===== src/rtl/mat_mult_seq.sv =====
// mat_mult_seq: sequential NxN unsigned matrix multiplier using one time-shared MAC.
// Define MAT_MULT_SEQ_SAT_EN to saturate result elements instead of wrapping them.
module mat_mult_seq #(
  parameter int N  = 4,
  parameter int DW = 8,
  parameter int OW = 8
) (
  input  logic                clk,
  input  logic                rst,
  input  logic                in_valid,
  output logic                in_ready,
  input  logic [N*N*DW-1:0]   a_in,
  input  logic [N*N*DW-1:0]   b_in,
  output logic                out_valid,
  input  logic                out_ready,
  output logic [N*N*OW-1:0]   res_out,
  output logic                busy
);
  localparam int ACCW = 2*DW + $clog2(N);
  localparam int IW = $clog2(N);
  localparam logic [IW-1:0] LAST = IW'(N-1);
  typedef enum logic [1:0] {IDLE, COMPUTE, DONE} state_t;
  state_t state;
  logic [N*N*DW-1:0] a_q, b_q;
  logic [DW-1:0] am [N][N];
  logic [DW-1:0] bm [N][N];
  logic [OW-1:0] rm [N][N];
  logic [ACCW-1:0] acc, acc_next;
  logic [2*DW-1:0] prod;
  logic [OW-1:0] res_el;
  logic [IW-1:0] i, j, k;
  for (genvar g = 0; g < N; g++) begin : g_row
    for (genvar h = 0; h < N; h++) begin : g_col
      assign am[g][h] = a_q[(N*N-1-(g*N+h))*DW +: DW];
      assign bm[g][h] = b_q[(N*N-1-(g*N+h))*DW +: DW];
      assign res_out[(N*N-1-(g*N+h))*OW +: OW] = rm[g][h];
    end
  end
  assign prod = {{DW{1'b0}}, am[i][k]} * {{DW{1'b0}}, bm[k][j]};
  assign acc_next = (k == '0 ? '0 : acc) + ACCW'(prod);
`ifdef MAT_MULT_SEQ_SAT_EN
  logic [ACCW+OW-1:0] ext;
  assign ext = {{OW{1'b0}}, acc_next};
  assign res_el = ext > {{ACCW{1'b0}}, {OW{1'b1}}} ? '1 : ext[OW-1:0];
`else
  assign res_el = OW'(acc_next);
`endif
  always_ff @(posedge clk) begin
    if (rst) begin
      state     <= IDLE;
      in_ready  <= 1'b1;
      out_valid <= 1'b0;
      busy      <= 1'b0;
      rm        <= '{default: '0};
      acc       <= '0;
      a_q       <= '0;
      b_q       <= '0;
      i         <= '0;
      j         <= '0;
      k         <= '0;
    end else begin
      case (state)
        IDLE: if (in_valid) begin
          a_q      <= a_in;
          b_q      <= b_in;
          acc      <= '0;
          i        <= '0;
          j        <= '0;
          k        <= '0;
          in_ready <= 1'b0;
          busy     <= 1'b1;
          state    <= COMPUTE;
        end
        COMPUTE: begin
          acc <= acc_next;
          k   <= k == LAST ? '0 : k + 1'b1;
          if (k == LAST) begin
            rm[i][j] <= res_el;
            j <= j == LAST ? '0 : j + 1'b1;
            if (j == LAST) begin
              i <= i == LAST ? '0 : i + 1'b1;
              if (i == LAST) begin
                out_valid <= 1'b1;
                state     <= DONE;
              end
            end
          end
        end
        DONE: if (out_ready) begin
          out_valid <= 1'b0;
          busy      <= 1'b0;
          in_ready  <= 1'b1;
          state     <= IDLE;
        end
        default: state <= IDLE;
      endcase
    end
  end
endmodule


===== config.mk =====
export PLATFORM = sky130hd
export DESIGN_NAME = mat_mult_seq
export DESIGN_NICKNAME = d
export VERILOG_FILES = /design/src/rtl/mat_mult_seq.sv
export SDC_FILE = /design/constraint.sdc
export NUM_CORES = 1
export LEC_CHECK = 0
export ABC_AREA = 1
export BUFFER_PORTS_ARGS = -buffer_cell sky130_fd_sc_hd__buf_4
export CAP_MARGIN = 20
export CORE_MARGIN = 3
export CORE_UTILIZATION = 54
export CTS_BUF_LIST = sky130_fd_sc_hd__clkbuf_16
export CTS_CLUSTER_DIAMETER = 50
export CTS_CLUSTER_SIZE = 16
export DETAILED_ROUTE_END_ITERATION = 8
export HOLD_SLACK_MARGIN = 0.06
export PLACE_DENSITY = 0.75
export SLEW_MARGIN = 5
export SYNTH_ARGS = -nofsm -noshare
export SYNTH_HDL_FRONTEND = slang
export SYNTH_SLANG_ARGS = --single-unit

===== constraint.sdc =====
create_clock -name clk -period 10 [get_ports clk]
set_input_delay 1.5 -clock clk [delete_from_list [all_inputs] [get_ports clk]]
set_output_delay 1.5 -clock clk [all_outputs]
set_load 0.02 [all_outputs]

# Word level (Yosys, flattened, before mapping)
# Index checks and enable logic that the tools add are counted.
# totals
regBits	413
inputBits	260
output_inout_bits	131
elab_cells	110
# op_classes
addsub	4
n_mul	1
n_lt_le_gt_ge	5
n_eq_ne	10
muxes	46
bitwise_logic	3
reduce_logical	15
# op_table
operator	count
$mux 32	5
$bmux 32 s2	2
$bwmux 128	1
$demux 32 s2	1
$mux 8	5
$mux 18	2
$pmux 18 s2	1
$bmux 8 s2	2
$mux 2	12
$add 18x16->18	1
$demux 8 s2	1
$mul 8x8->16	1
$pmux 2 s2	3
$ne 2x2->1 const B	5
$reduce_and 5->1	2
$ge 3x3->1 const B	3
$not 2->3	3
$eq 2x2->1 const B	4
$mux 1	7
$add 2x1->2 const B	3
$lt 3x1->1 const B	2
$pmux 1 s2	3
$pmux 2 s3	1
$reduce_and 2->1	3
6 further kinds	11

# Depth between registers and ports, before layout
# Gate-level depths: netlist of run 1.
# depth
depth_word	10
mapped_depth	33
mapped_depth_nobuf	29

# Worst setup path after synthesis of run 1
# OpenSTA, ideal clock, no wires.
# synth_path
path_kind	reg-to-reg
startpoint	reg k[0]
endpoint	reg rm, in the netlist res_out[103]
setup_ns	0.124
arrival_ns	4.701
t_required_ns	9.876
setup_slack_ns	5.175
stages_incl_launch_ff	29
path_buffers	4
synth_period_minus_slack_ns	4.825
cell_sequence	dfxtp_1 > buf_6 > inv_2 > buf_4 > buf_4 > ha_1 > inv_1 > nand2_1 > fa_1 > inv_1 > fa_1 > inv_1 > fa_1 > fa_1 > inv_1 > ha_1 > nand2_1 > nand2_1 > a31oi_1 > inv_1 > nand3_1 > nand2_1 > nand3_1 > nand2_1 > nand2_1 > nand3_1 > nand2_4 > buf_6 > a21oi_2
# synth_via
elab_chain_len	10
elab_cells_between_ends	17
cone_classes	1 x add/sub; 1 x mul; 1 x eq/ne; 11 x mux; 1 x bitwise; 2 x reduce/logical
# synth_rtl
item	line_no	text
start, declared	31	logic [IW-1:0] i, j, k;
start signal, assigned	76	k <= k == LAST ? '0 : k + 1'b1;
$not 2->3 (implied by the code)	39	assign prod = {{DW{1'b0}}, am[i][k]} * {{DW{1'b0}}, bm[k][j]};
$bmux 32 s2	39	
$mux 32 (implied by the code) (2 in series)	39	
$bmux 8 s2	39	
$mux 8 (implied by the code) (2 in series)	39	
$mul 8x8->16	39	
$add 18x16->18	40	assign acc_next = (k == '0 ? '0 : acc) + ACCW'(prod);
$bwmux 128	78	rm[i][j] <= res_el;
end signal, assigned by index	78	
end, declared	27	logic [OW-1:0] rm [N][N];
# Several ways; a longest one is shown, not always the timed one. The select of a mux whose other input is x is not followed.
# A chain may end at the register's enable or synchronous reset.

# Worst setup path in the final report of run 1
# layout_path
startpoint	reg k[0]
endpoint	reg rm, in the netlist res_out[39]
# Same word-level chain as after synthesis.

==> results of run 1 <==
[final cells by class]
cell class,instances,area [sq um],area share
sequential,403,8073,0.3701
timing repair buffer,400,3035,0.1392
multi-input combinational,1648,7984,0.3660
clock inverter,22,251.5,0.01153
tap,442,553.0,0.02535
inverter,260,991.0,0.04543
clock buffer,37,925.9,0.04245
[tightest hold or removal path: stages, from the launching register on]
cell and delay, ns:
dfxtp_1 0.30, inv_1 0.05, a21oi_1 0.05
[power breakdown]
group / switching, mW / internal, mW
Combinational: 2.42 / 0.881
Clock: 0.631 / 0.788
Sequential: 0.188 / 2.03
[logic make-up (layout without fill, tap and decap cells)]
kind of cell	Yosys count	after routing
AOI/OAI and AO/OA	687	687
xor gates and xnor gates	6	6
adders and majority gates	45	45
buffers and inverters	441	719
DFF	403	403
and+or+nand+nor	910	910
[cells in the final DEF, fill, tap and decap left out, types with 4 or more instances in the layout]
master     netlist  layout
a211oi_1        12      12
a21oi_1        189     189
a21oi_2         10      10
buf_4            7     398
bufinv_16        0       4
clkbuf_16        0      37
clkinv_1         3       5
dfxtp_1        403     401
fa_1            18      18
ha_1            27      27
inv_1          251     253
inv_2            6       6
inv_6            0       6
nand2_1        287     287
nand2_2          7       7
nand3_1        141     141
nor2_1         468     468
o211ai_1        29      29
o21ai_0        423     423
o21ai_1         19      19
[metal layers]
metal,share of wire,vias to the layer above,global-route usage
met2,0.46,716,0.4944
met3,0.076,148,0.05534
li1,-,8524,-
met1,0.43,8080,0.4099
met4,0.042,2,0.1244
met5,0.00025,-,0
[through the flow]
stage / utilization / instances
global route: 0.6687 / 3212
floorplan: - / 2492
finish: 0.6687 / 3212
detailed placement: 0.6318 / 3152
global placement: 0.6318 / 3152
CTS: 0.6679 / 3211
[registers in the layout, summed over array words and instances, names as in the netlist]
| signal | cells |
|---|---|
| res_out | 128 |
| in_ready | 1 |
| j | 2 |
| b_q | 128 |
| state | 2 |
| i | 2 |
| acc | 8 |
| out_valid | 1 |
| k | 2 |
| busy | 1 |
| a_q | 128 |
[path summary, 6_finish.rpt]
| check | startpoint | slack, ns | depth (start not counted) | to |
|---|---|---|---|---|
| hold / removal | b_q[112] | 0.45 | 2 | b_q[112] |
| hold reg to reg | b_q[112] | 0.45 | 2 | b_q[112] |
| setup reg to reg | k[0] | 3.48 | 29 | res_out[39] |
| setup / recovery | k[0] | 3.48 | 29 | res_out[39] |
==> flow_summary.toml, run 1 <==
[clocking]
cts_max_path_buffers = 3
numCtsBuffers = 37
cts_tree = "done"
ctsResizeCount = 0
hold_buffers = 0
clk_pin_slew_worst_paths_ns = 0.07
clockRootBuffer = "clkbuf_16"
clk_latency_ns = 0.53
cts_setup_buffers = 0
cts_sinks = 403
h-tree-depth = 2

[global_routing]
antenna_found_initial = 1
grt_pass1_vias = 16750
grt_util_all_layers = 0.3070
grt_pass1_wl_um = 88550
grt_max_degree = 271
grt.overflow.total = 0

[power]
p_total_mw = 6.929
p_leak_nw = 10.16
p_per_area_nw_per_um2 = 317.6
vdd_drop_max_mv = 0.4118

[synth]
synth_compound_area_frac = 0.2006
syn_avg_cell_area_sq_um = 7.177
syn_inst = 2492
synth_warnings = 0
synth_fa_ha_area_frac = 0.03903
synth-simple-area-share = 0.2031
ys_seq_area_frac = 0.4511
post-synth-top-count-cell = "nor2_1"
synth_ff_type = "dfxtp_1"
synth_top_family_by_area = "simple AND/OR/NAND/NOR gates"
ys_types = 30
synth_mux_area_frac = 0
synth-seq-cells = 403
synth_fp_nets = 2797
syn_area_sq_um = 17890
yosysTopAreaCell = "dfxtp_1"
synth_edf_count = 0
synthXorXnorAreaFrac = 0.002938
async_flop_share = 0
synth_top_area_frac = 0.4511
synthTopCellsByCount = "nor2_1, o21ai_0, dfxtp_1, nand2_1, inv_1"
synthTopCellsByArea = "dfxtp_1, o21ai_0, nor2_1, nand2_1, a21oi_1"

[timing]
timing.fmax_ghz = 0.1533
rsz0062_at_grt = "false"
finalWorstSetupSlack_ns = 3.476
post-route-period-util = 0.6524
slew_headroom = 0.2487
setup_viol = 0
hold_slack_ns = 0.4475
tns_ns = 0
hold_viol = 0
min_period_ns = 6.524
slew_violations = 0
finalClockSkew_ns = 0.01675
worstMarginPinSlew_ns = 1.127

[route]
drt-pass1-iter-count = 6
routedWlPerCell_um = 17.55
vias = 17470
ant_nets = 0
drt-total-wl_um = 56380
drtIter0Drc = 1562
via_per_inst = 5.439
drc = 0

[placement]
gp_congestion = 0.9472
dpl_cell_area_sq_um = 20610
dp_slack_ns = 3.558
io_buffer_count = 390
hpwl_um = 39300

[worst_setup_path]
end_kind = "flop"
cp-start-kind = "flop"
worst_path_max_delay_cell = "buf_4"
path_max_fanout = 107
cp_common_cell = "nand2_1"
critPathBufInv = 7
required_ns = 10.39
path_delay_family = "adder cells"
arrival_ns = 6.91
critical_path_class = "flop to flop"
crit_path_max_incr_delay_ns = 0.73

[die]
die_h_um = 188.0
io-pin-count = 391
initial_core_util = 0.5483
row_count = 66
placeableCoreArea_sq_um = 32620
die-area_sq_um = 35340
die_w_um = 188.0

[final_layout]
finalInstanceArea_sq_um = 21810
final_nets = 3055
diodes = 0
fill_cells = 2897
drive_gt1_frac = 0.1758
area_growth_pct = 21.96

[run_status]
outcome = "completed"

[run]
cap_violations = 0

[worst_hold_path]
holdCritPathClass = "flop to flop"
Note: power is estimated with default switching activity, not from simulation.
==> run 2: changes to the inputs <==
Clock period 10 ns to 6.4 ns, I/O delays scaled along.
==> run 2 against run 1 <==
Net effect:
- non-clock buffer count is 9 higher
- first-iteration DRC count rose by 6.1%
- flip-flop and latch count did not move
- die area unchanged
- worst setup slack worse by 2.8 ns
==> flow_summary.toml, run 2 (same netlist as run 1, synthesis figures left out) <==
[run_status]
outcome = "completed"

[placement]
io_buffer_count = 390
dpl_cell_area_sq_um = 20700
gp_congestion = 0.9279
dp.cells = 3162
hpwl_um = 39180

[worst_setup_path]
arrival_ns = 6.07
critical_path_class = "flop to flop"
cp_common_cell = "nand2_1"
cp-start-kind = "flop"
path_delay_family = "adder cells"
crit_path_max_incr_delay_ns = 0.55
critPathBufInv = 5
end_kind = "flop"
path_max_fanout = 90
required_ns = 6.78
worst_path_max_delay_cell = "fa_1"

[global_routing]
antenna_found_initial = 0
grt_max_degree = 213
grt.overflow.total = 0
grt_pass1_vias = 16580
grt_pass1_wl_um = 88400
grt_util_all_layers = 0.3079

[timing]
setup_viol = 0
worstMarginPinSlew_ns = 1.078
finalClockSkew_ns = 0.01694
tns_ns = 0
rsz0062_at_grt = "false"
timing.fmax_ghz = 0.1758
min_period_ns = 5.687
post-route-period-util = 0.8886
slew_headroom = 0.2812
hold_viol = 0
slew_violations = 0

[final_layout]
final_nets = 3066
area_growth_pct = 22.95
post-route-util = 0.6742
finalInstanceArea_sq_um = 21990
multi_input_area_sq_um = 7984
drive_gt1_frac = 0.1810
final-instance-count-excl-fill = 3227
seq_area_sq_um = 8073
fill_cells = 2825
layout_common_cells = "nor2_1, o21ai_0, buf_4, dfxtp_1, nand2_1"
diodes = 0
layout_commonest_cell = "nor2_1"

[route]
ant_nets = 0
drt-total-wl_um = 56340
drt-pass1-iter-count = 5
via_per_inst = 5.406
routedWlPerCell_um = 17.46
drc = 0
drtIter0Drc = 1658
vias = 17450

[power]
p_leak_nw = 10.24
p_total_mw = 10.99
p_per_area_nw_per_um2 = 499.8
vdd_drop_max_mv = 0.9677

[clocking]
h-tree-depth = 2
clockRootBuffer = "clkbuf_16"
cts_sinks = 403
numCtsBuffers = 39
clk_latency_ns = 0.53
cts_max_path_buffers = 3
cts_tree = "done"
clk_pin_slew_worst_paths_ns = 0.07
hold_buffers = 0
ctsResizeCount = 0
cts_setup_buffers = 0

[die]
die_h_um = 188.0
initial_core_util = 0.5483
io-pin-count = 391
die_w_um = 188.0
row_count = 66
die-area_sq_um = 35340
placeableCoreArea_sq_um = 32620

[worst_hold_path]
holdCritPathClass = "flop to flop"

[run]
cap_violations = 0
[run 2: cell types whose count changed in the layout (fill, tap and decap cells not counted), moves of 2 or more]
cell,before,now
clkbuf_16,37,41
inv_8,2,6
clkinvlp_4,0,2
clkinv_1,5,3
buf_4,398,407
[run 2: cell type report]
class,count,area share
clock inverters,24,0.01223
multi-input cells,1648,0.3631
inverters,260,0.04506
well taps,442,0.02515
repair buffers,409,0.1408
flip-flops and latches,403,0.3671
clock buffers,41,0.04665
[run 2: final timing paths]
path	startpoint	end	slack, ns	cells past startpoint
worst max-delay path	k[0]	res_out[39]	0.71	28
worst min-delay path	b_q[47]	b_q[47]	0.45	2
worst max register to register	k[0]	res_out[39]	0.71	28
worst min register to register	b_q[47]	b_q[47]	0.45	2
[run 2: through the flow]
step	setup slack, ns	hold slack [ns]
finish	0.7130	0.4483
global route	0.3093	0.4705
CTS	0.7679	0.4496
detailed placement	0.8148	0.4391
global placement	0.8541	0.4356
floorplan	1.575	0.4234
[run 2: where the power goes]
group,switching (mW),internal [mW]
clock network,1.04,1.31
registers,0.294,3.16
logic,3.78,1.40
[run 2: per-layer routing]
layer,GRT usage,up-vias,wire (um)
li1,-,8562,-
met1,0.4162,8015,23900
met2,0.4992,740,26060
met3,0.05683,128,4449
met4,0.1039,0,1925
met5,0,-,0
[run 2: worst register-to-register path, delay by kind of cell, from the launching register on]
family	cells	cell delay [ns]
flip-flops	1	0.50
AND/OR/NAND/NOR	15	1.71
adder cells (fa/ha/maj)	5	2.40
AO/OA/AOI/OAI	3	0.39
buffers and inverters	5	0.56
